### config.mk
export PLATFORM = sky130hd
export DESIGN_NAME = ex_div
export DESIGN_NICKNAME = d
export VERILOG_FILES = /design/src/rtl/ex_div.sv
export SDC_FILE = /design/constraint.sdc
export NUM_CORES = 1
export LEC_CHECK = 0
export CAP_MARGIN = 20
export CORE_UTILIZATION = 55
export DETAILED_ROUTE_END_ITERATION = 7
export HOLD_SLACK_MARGIN = 0.03
export PLACE_DENSITY_LB_ADDON = 0.12
export SYNTH_ARGS = -nofsm -noshare
export SYNTH_HDL_FRONTEND = slang
export SYNTH_SLANG_ARGS = --single-unit
### constraint.sdc
create_clock -name clk -period 5.5 [get_ports clk]
set_input_delay 0.55 -clock clk [delete_from_list [all_inputs] [get_ports clk]]
set_output_delay 0.55 -clock clk [all_outputs]
set_load 0.02 [all_outputs]
### src/rtl/ex_div.sv
// Multi-cycle restoring divider for the execute stage; stalls the pipeline while busy
// and returns {remainder, quotient} with a one-cycle ready pulse.
//
// state | meaning
// IDLE  | waiting for a div op from ID/EX
// BUSY  | shift-subtract, one quotient bit per cycle
// DONE  | result registered, ready pulse, pipeline released
module ex_div #(
  parameter logic [7:0] OP_DIV  = 8'b00011010,
  parameter logic [7:0] OP_DIVU = 8'b00011011,
  parameter int         ITER    = 32
) (
  input  logic        clk,
  input  logic        rst,
  input  logic [7:0]  ex_aluop,
  input  logic [31:0] ex_reg1,
  input  logic [31:0] ex_reg2,
  input  logic        annul,
  output logic        stallreq,
  output logic        ready,
  output logic [63:0] result
);

  localparam logic [1:0] ST_IDLE = 2'd0;
  localparam logic [1:0] ST_BUSY = 2'd1;
  localparam logic [1:0] ST_DONE = 2'd2;

  localparam int            CW   = $clog2(ITER);
  localparam logic [CW-1:0] LAST = CW'(ITER - 1);

  logic [1:0]    state;
  logic [CW-1:0] cnt;
  logic [31:0]   dvd;
  logic [31:0]   dsr;
  logic [31:0]   rem;
  logic          neg_q;
  logic          neg_r;

  logic          start;
  logic          is_signed;
  logic [31:0]   abs1;
  logic [31:0]   abs2;
  logic [32:0]   shifted;
  logic          q_bit;
  logic [31:0]   rem_step;
  logic [31:0]   dvd_step;
  logic [31:0]   q_fix;
  logic [31:0]   r_fix;

  assign start     = ((ex_aluop == OP_DIV) || (ex_aluop == OP_DIVU)) && !annul;
  assign is_signed = (ex_aluop == OP_DIV);
  assign stallreq  = rst && start && (state != ST_DONE);

  // 0x80000000 negates to itself, which is exactly its unsigned magnitude 2^31
  assign abs1 = (is_signed && ex_reg1[31]) ? -ex_reg1 : ex_reg1;
  assign abs2 = (is_signed && ex_reg2[31]) ? -ex_reg2 : ex_reg2;

  always_comb begin
    shifted  = {rem, dvd[31]};
    q_bit    = (shifted >= {1'b0, dsr});
    rem_step = q_bit ? (shifted[31:0] - dsr) : shifted[31:0];
    dvd_step = {dvd[30:0], q_bit};
    q_fix    = neg_q ? -dvd_step : dvd_step;
    r_fix    = neg_r ? -rem_step : rem_step;
  end

  always_ff @(posedge clk or negedge rst) begin
    if (!rst) begin
      state  <= ST_IDLE;
      cnt    <= '0;
      dvd    <= '0;
      dsr    <= '0;
      rem    <= '0;
      neg_q  <= 1'b0;
      neg_r  <= 1'b0;
      ready  <= 1'b0;
      result <= '0;
    end else begin
      ready <= 1'b0;
      case (state)
        ST_IDLE: begin
          if (start) begin
            if (ex_reg2 == 32'd0) begin
              state  <= ST_DONE;
              ready  <= 1'b1;
              result <= '0;
            end else begin
              state <= ST_BUSY;
              cnt   <= '0;
              dvd   <= abs1;
              dsr   <= abs2;
              rem   <= '0;
              neg_q <= is_signed && (ex_reg1[31] ^ ex_reg2[31]);
              neg_r <= is_signed && ex_reg1[31];
            end
          end
        end
        ST_BUSY: begin
          if (!start) begin
            state <= ST_IDLE;
          end else begin
            dvd <= dvd_step;
            rem <= rem_step;
            cnt <= cnt + 1'b1;
            if (cnt == LAST) begin
              state  <= ST_DONE;
              ready  <= 1'b1;
              result <= {r_fix, q_fix};
            end
          end
        end
        ST_DONE: state <= ST_IDLE;
        default: state <= ST_IDLE;
      endcase
    end
  end

endmodule

Word-level counts from Yosys, hierarchy flattened:

Index checks and enable logic that the tools add are counted.

* flip-flop bits (word level): 170
* output and inout bits: 66

* add/subtract/negate cells: 6
* order comparisons: 1
* equal/unequal tests: 11
* multiplexer cells: 32
* bitwise logic cells: 2
* reductions and logical operators: 15

Operators with widths (number)
* $mux 32: 11
* $mux 64: 4
* $neg 32->32: 4
* $pmux 32 s2: 2
* $pmux 64 s2: 1
* $ge 33x32->1: 1
* $logic_not 32->1: 1
* $sub 32x32->32: 1
* $eq 8x5->1 const B: 2
* $mux 5: 3
* $ne 2x2->1 const B: 6
* $pmux 5 s2: 1
* $mux 2: 4
* $logic_and 1x1->1: 6
* $add 5x1->5 const B: 1
* $eq 5x5->1 const B: 1
* $reduce_and 5->1: 1
* $mux 1: 4
* $pmux 2 s2: 1
* $reduce_and 4->1: 1
* $ne 3x3->1 const B: 1
* $reduce_and 3->1: 1
* $eq 2x1->1 const B: 1
* $logic_not 2->1: 1
* other kinds (7): 7

Depth between registers and ports, before layout:

* word-level depth: 7
* mapped depth: 24
* gate-level depth less buffers: 20

Worst setup path before layout:

Ideal clock, no wire load.

* path type: reg2reg
* start: register rem[5]
* end: register result[62]
* library setup time: 131 ps
* data arrival time: 4381 ps
* required time: 5369 ps
* slack: 987 ps
* stages on the path, launching flop included: 23
* buffers on the path: 4
* period minus slack after synthesis: 4513 ps
* cells stage by stage: dfrtp_1 -> ha_1 -> buf_4 -> a21oi_4 -> o21ai_2 -> a32oi_2 -> a31oi_4 -> a21o_4 -> buf_6 -> buf_4 -> clkbuf_1 -> o21ai_0 -> ha_1 -> nand4b_1 -> nor3_1 -> nand2_1 -> a211oi_1 -> a41oi_1 -> a211oi_2 -> nand4_2 -> o31ai_2 -> xor2_1 -> o21ai_1

* word-level cells in the longest chain between the ends: 7
* elaborated cells between the ends (all ways): 8
* those cells by class: add/sub (2); order compare (1); mux (5)

Ends and longest elaborated chain
* start: declaration: line 35 `logic [31:0] rem;`
* start signal: assignment: line 103 `rem <= rem_step;`
* $sub 32x32->32 / $ge 33x32->1 (equally long branches): line 61, 60
* $mux 32 *: line 61 `rem_step = q_bit ? (shifted[31:0] - dsr) : shifted[31:0];`
* $neg 32->32: line 64 `r_fix = neg_r ? -rem_step : rem_step;`
* $mux 32 *: line 64
* $mux 64 *: line 105 `if (cnt == LAST) begin`
* $mux 64 *: line 99 `if (!start) begin`
* $pmux 64 s2 *: line 80 `case (state)`
* end signal: assignment: line 108 `result <= {r_fix, q_fix};`
* end: declaration: line 21 `output logic [63:0] result`

Every way passes the cells marked *; elsewhere a longest branch is shown, timed or not. The select of a mux whose other input is x is not followed.
A chain may end at the register's enable or synchronous reset.

Final worst setup path:

Same ends and word-level chain as after synthesis.

==> results.toml <==
[run_status]
status = "finished, final reports clean"

[worst_setup_path]
cpMaxStageDelayCell = "ha_1"
crit_chain = "ha_1, nand2_1, nor3_1, a41o_1, a21o_1, a21o_4, inv_2, mux2i_1, ha_1, nand4b_1, nor3_1, nand2_1, a211oi_1, a41oi_1, a211oi_2, nand4_2, o31ai_2, xor2_1, o21ai_1"
critPathLaunchType = "register"
r2r_cells = 19
path_max_fanout = 24
required_ns = 5.79
critPathMaxStageDelay_ns = 0.54
worst_ep_arrival_time_ns = 5.18
criticalPathCategory = "register to register"
r2r_slack_ns = 0.61
end_kind = "register"

[job]
drv_cap = 0

[clock_network]
cts_buffers = 17
cts_tree = "built"
htree_levels = 4
cts_setup_buffers = 0
clk_pin_slew_ns = 0.08
cts.sinks = 170
root_buffer = "clkbuf_16"
clock_latency_ns = 0.44
hold_buffers = 0
clk_path_buf_depth = 2
ctsResizeCount = 0

[final_layout]
final-instance-count-excl-fill = 1831
synthToLayoutAreaGrowth_pct = 18.6
diodes = 0
nets = 1657
mostFrequentLayoutCell = "nand2_1"
num-fill-cells = 1854
layout-drive-gt1-share_pct = 5.72
mostFrequentLayoutCells = "nand2_1 (236), o21ai_0 (203), dfrtp_1 (170)"

[drt]
wire_per_inst_um = 17.6
vias = 11000
routed_wl_um = 32300
ant_nets = 0
first_pass_iters = 5
drt-initial-drc-count = 966
drc = 0
viasPerCell = 5.99

[sta]
fmaxAchievable_mhz = 205
setup_tns_ns = 0
finalClockSkew_ns = 0.0157
worst_slew_pin_slew_ns = 1.08
min_period_over_period_pct = 88.8
grt_setup_unrepaired = "false"
setup_viol = 0
hold_viol_final = 0
hold_ws_ns = 0.0247
maxSlewHeadroom_pct = 28.1
finalCriticalPeriod_ns = 4.89
report.final.slew_viol_count = 0

[grt]
grt-ovfl-total = 0
grt_antenna_before_repair = 0
grt_usage_pct = 30.0
grt_pass1_vias = 9933
grt_max_degree = 123
grt_pass1_wl_um = 51900

[placed_design]
io_buffers = 140
place_hpwl_um = 24800
placed_cells = 1799
gp_congestion = 0.937

[power_and_ir_drop]
powerDensity_nw_per_um2 = 229
ir_drop_uv = 200
power.leakage_nw = 5.89

[floorplan]
ios = 141
start_util_pct = 56.2
die_area_um2 = 22100
rows = 53
core_um2 = 21100
die_height_um = 149
die_x_um = 149

[yosys]
synth_edf_count = 0
yosys_warnings = 0
synth-seq-cells = 170
async_flop_share_pct = 100
yosysSeqAreaShare_pct = 35.9
synth_nets = 1560
syn_avg_cell_area_um2 = 8.20
syn_area_um2 = 11900
syn_inst = 1446
synthFlopType = "dfrtp_1"
synth_cell_types = 88

[min_path]
hold_class = "input port to asynchronous set/reset pin"
cells by family (layout without fill, tap and decap cells):
family	count (synthesis)	after routing	synth area share (%)
simple gates	496	496	19.6
compound gates	443	443	23.0
flops	170	170	35.9
xor+xnor	140	140	10.3
buf+inv	130	240	4.56
fa+ha+maj	39	39	4.18
mux	28	28	2.44
power by group:
part	switching, mW	internal (mW)
Sequential	0.0451	1.29
Combinational	0.383	0.243
Clock	0.603	0.660
per-layer routing:
layer | global-route usage (%) | vias to the layer above | part of all wire [%]
met3 | 6.45 | 40 | 7.7
met5 | 0 | - | 0
li1 | - | 5313 | -
met1 | 46.4 | 5210 | 50
met2 | 42.2 | 405 | 41
met4 | 6.68 | 0 | 1.3
state kept, by name (all words and copies together), names as in the netlist:
| signal | count |
|---|---|
| state | 2 |
| result | 64 |
| cnt | 5 |
| dsr | 32 |
| neg_r | 1 |
| neg_q | 1 |
| rem | 32 |
| ready | 1 |
| dvd | 32 |
critical path, delay by kind of cell, from the launching register on:
kind / cells / cell delay [ns]
adder cells (fa/ha/maj): 2 / 0.85
buffers and inverters: 1 / 0.07
multiplexers: 1 / 0.25
AO/OA/AOI/OAI: 8 / 1.66
flip-flops: 1 / 0.43
XOR/XNOR: 1 / 0.18
AND/OR/NAND/NOR: 6 / 1.28
stage by stage:
| step | area (um^2) | setup WS [ns] | util, % | power (mW) |
|---|---|---|---|---|
| floorplan | 11900 | 0.987 | - | 1.74 |
| global placement | 13400 | 0.858 | 63.7 | 1.96 |
| detailed placement | 13400 | 0.691 | 63.7 | 1.97 |
| CTS | 14100 | 0.666 | 66.7 | 3.22 |
| global route | 14100 | 0.246 | 66.7 | 3.34 |
| finish | 14100 | 0.615 | 66.7 | 3.22 |
final timing paths:
check / startpoint / end
hold / removal: rst / result[39]
setup reg to reg: rem[5] / result[62]
setup / recovery: rem[5] / result[62]
hold reg to reg: result[21] / result[21]
min in group clk: result[21] / result[21]
max in group asynchronous: rst / dsr[19]
cells in the mapped netlist, types with 5 or more instances:
cell	n	share of area (%)
o21ai_1	16	0.68
a22o_1	5	0.37
nor2_1	91	2.9
a21oi_1	97	4.1
buf_4	5	0.32
dfrtp_1	170	36
nand4_1	10	0.53
nor4_1	14	0.74
nand2_1	238	7.5
buf_2	19	0.80
o21a_1	11	0.70
a21o_1	12	0.76
mux2i_1	23	1.9
nand2b_1	14	0.74
ha_1	38	4.0
xnor2_1	68	5.0
or4_1	5	0.32
clkbuf_1	44	1.4
xor2_1	72	5.3
inv_1	54	1.7
nor3_1	37	1.6
a31oi_1	7	0.37
nand3b_1	5	0.32
o31ai_1	22	1.4
nand3_1	19	0.80
a211oi_1	6	0.38
and3_1	10	0.53
or3_1	19	1.0
o41ai_1	9	0.66
and2_1	9	0.47
o21ai_0	204	8.6
final cells by class:
type	count	area, um^2	area share, %
multi-input cells	1146	7090	50.4
flip-flops and latches	170	4250	30.3
repair buffers	153	1540	10.9
clock buffers	17	425	3.03
well taps	275	344	2.45
inverters	55	206	1.47
clock inverters	15	200	1.42
No activity file was read; power rests on OpenSTA's default activity.
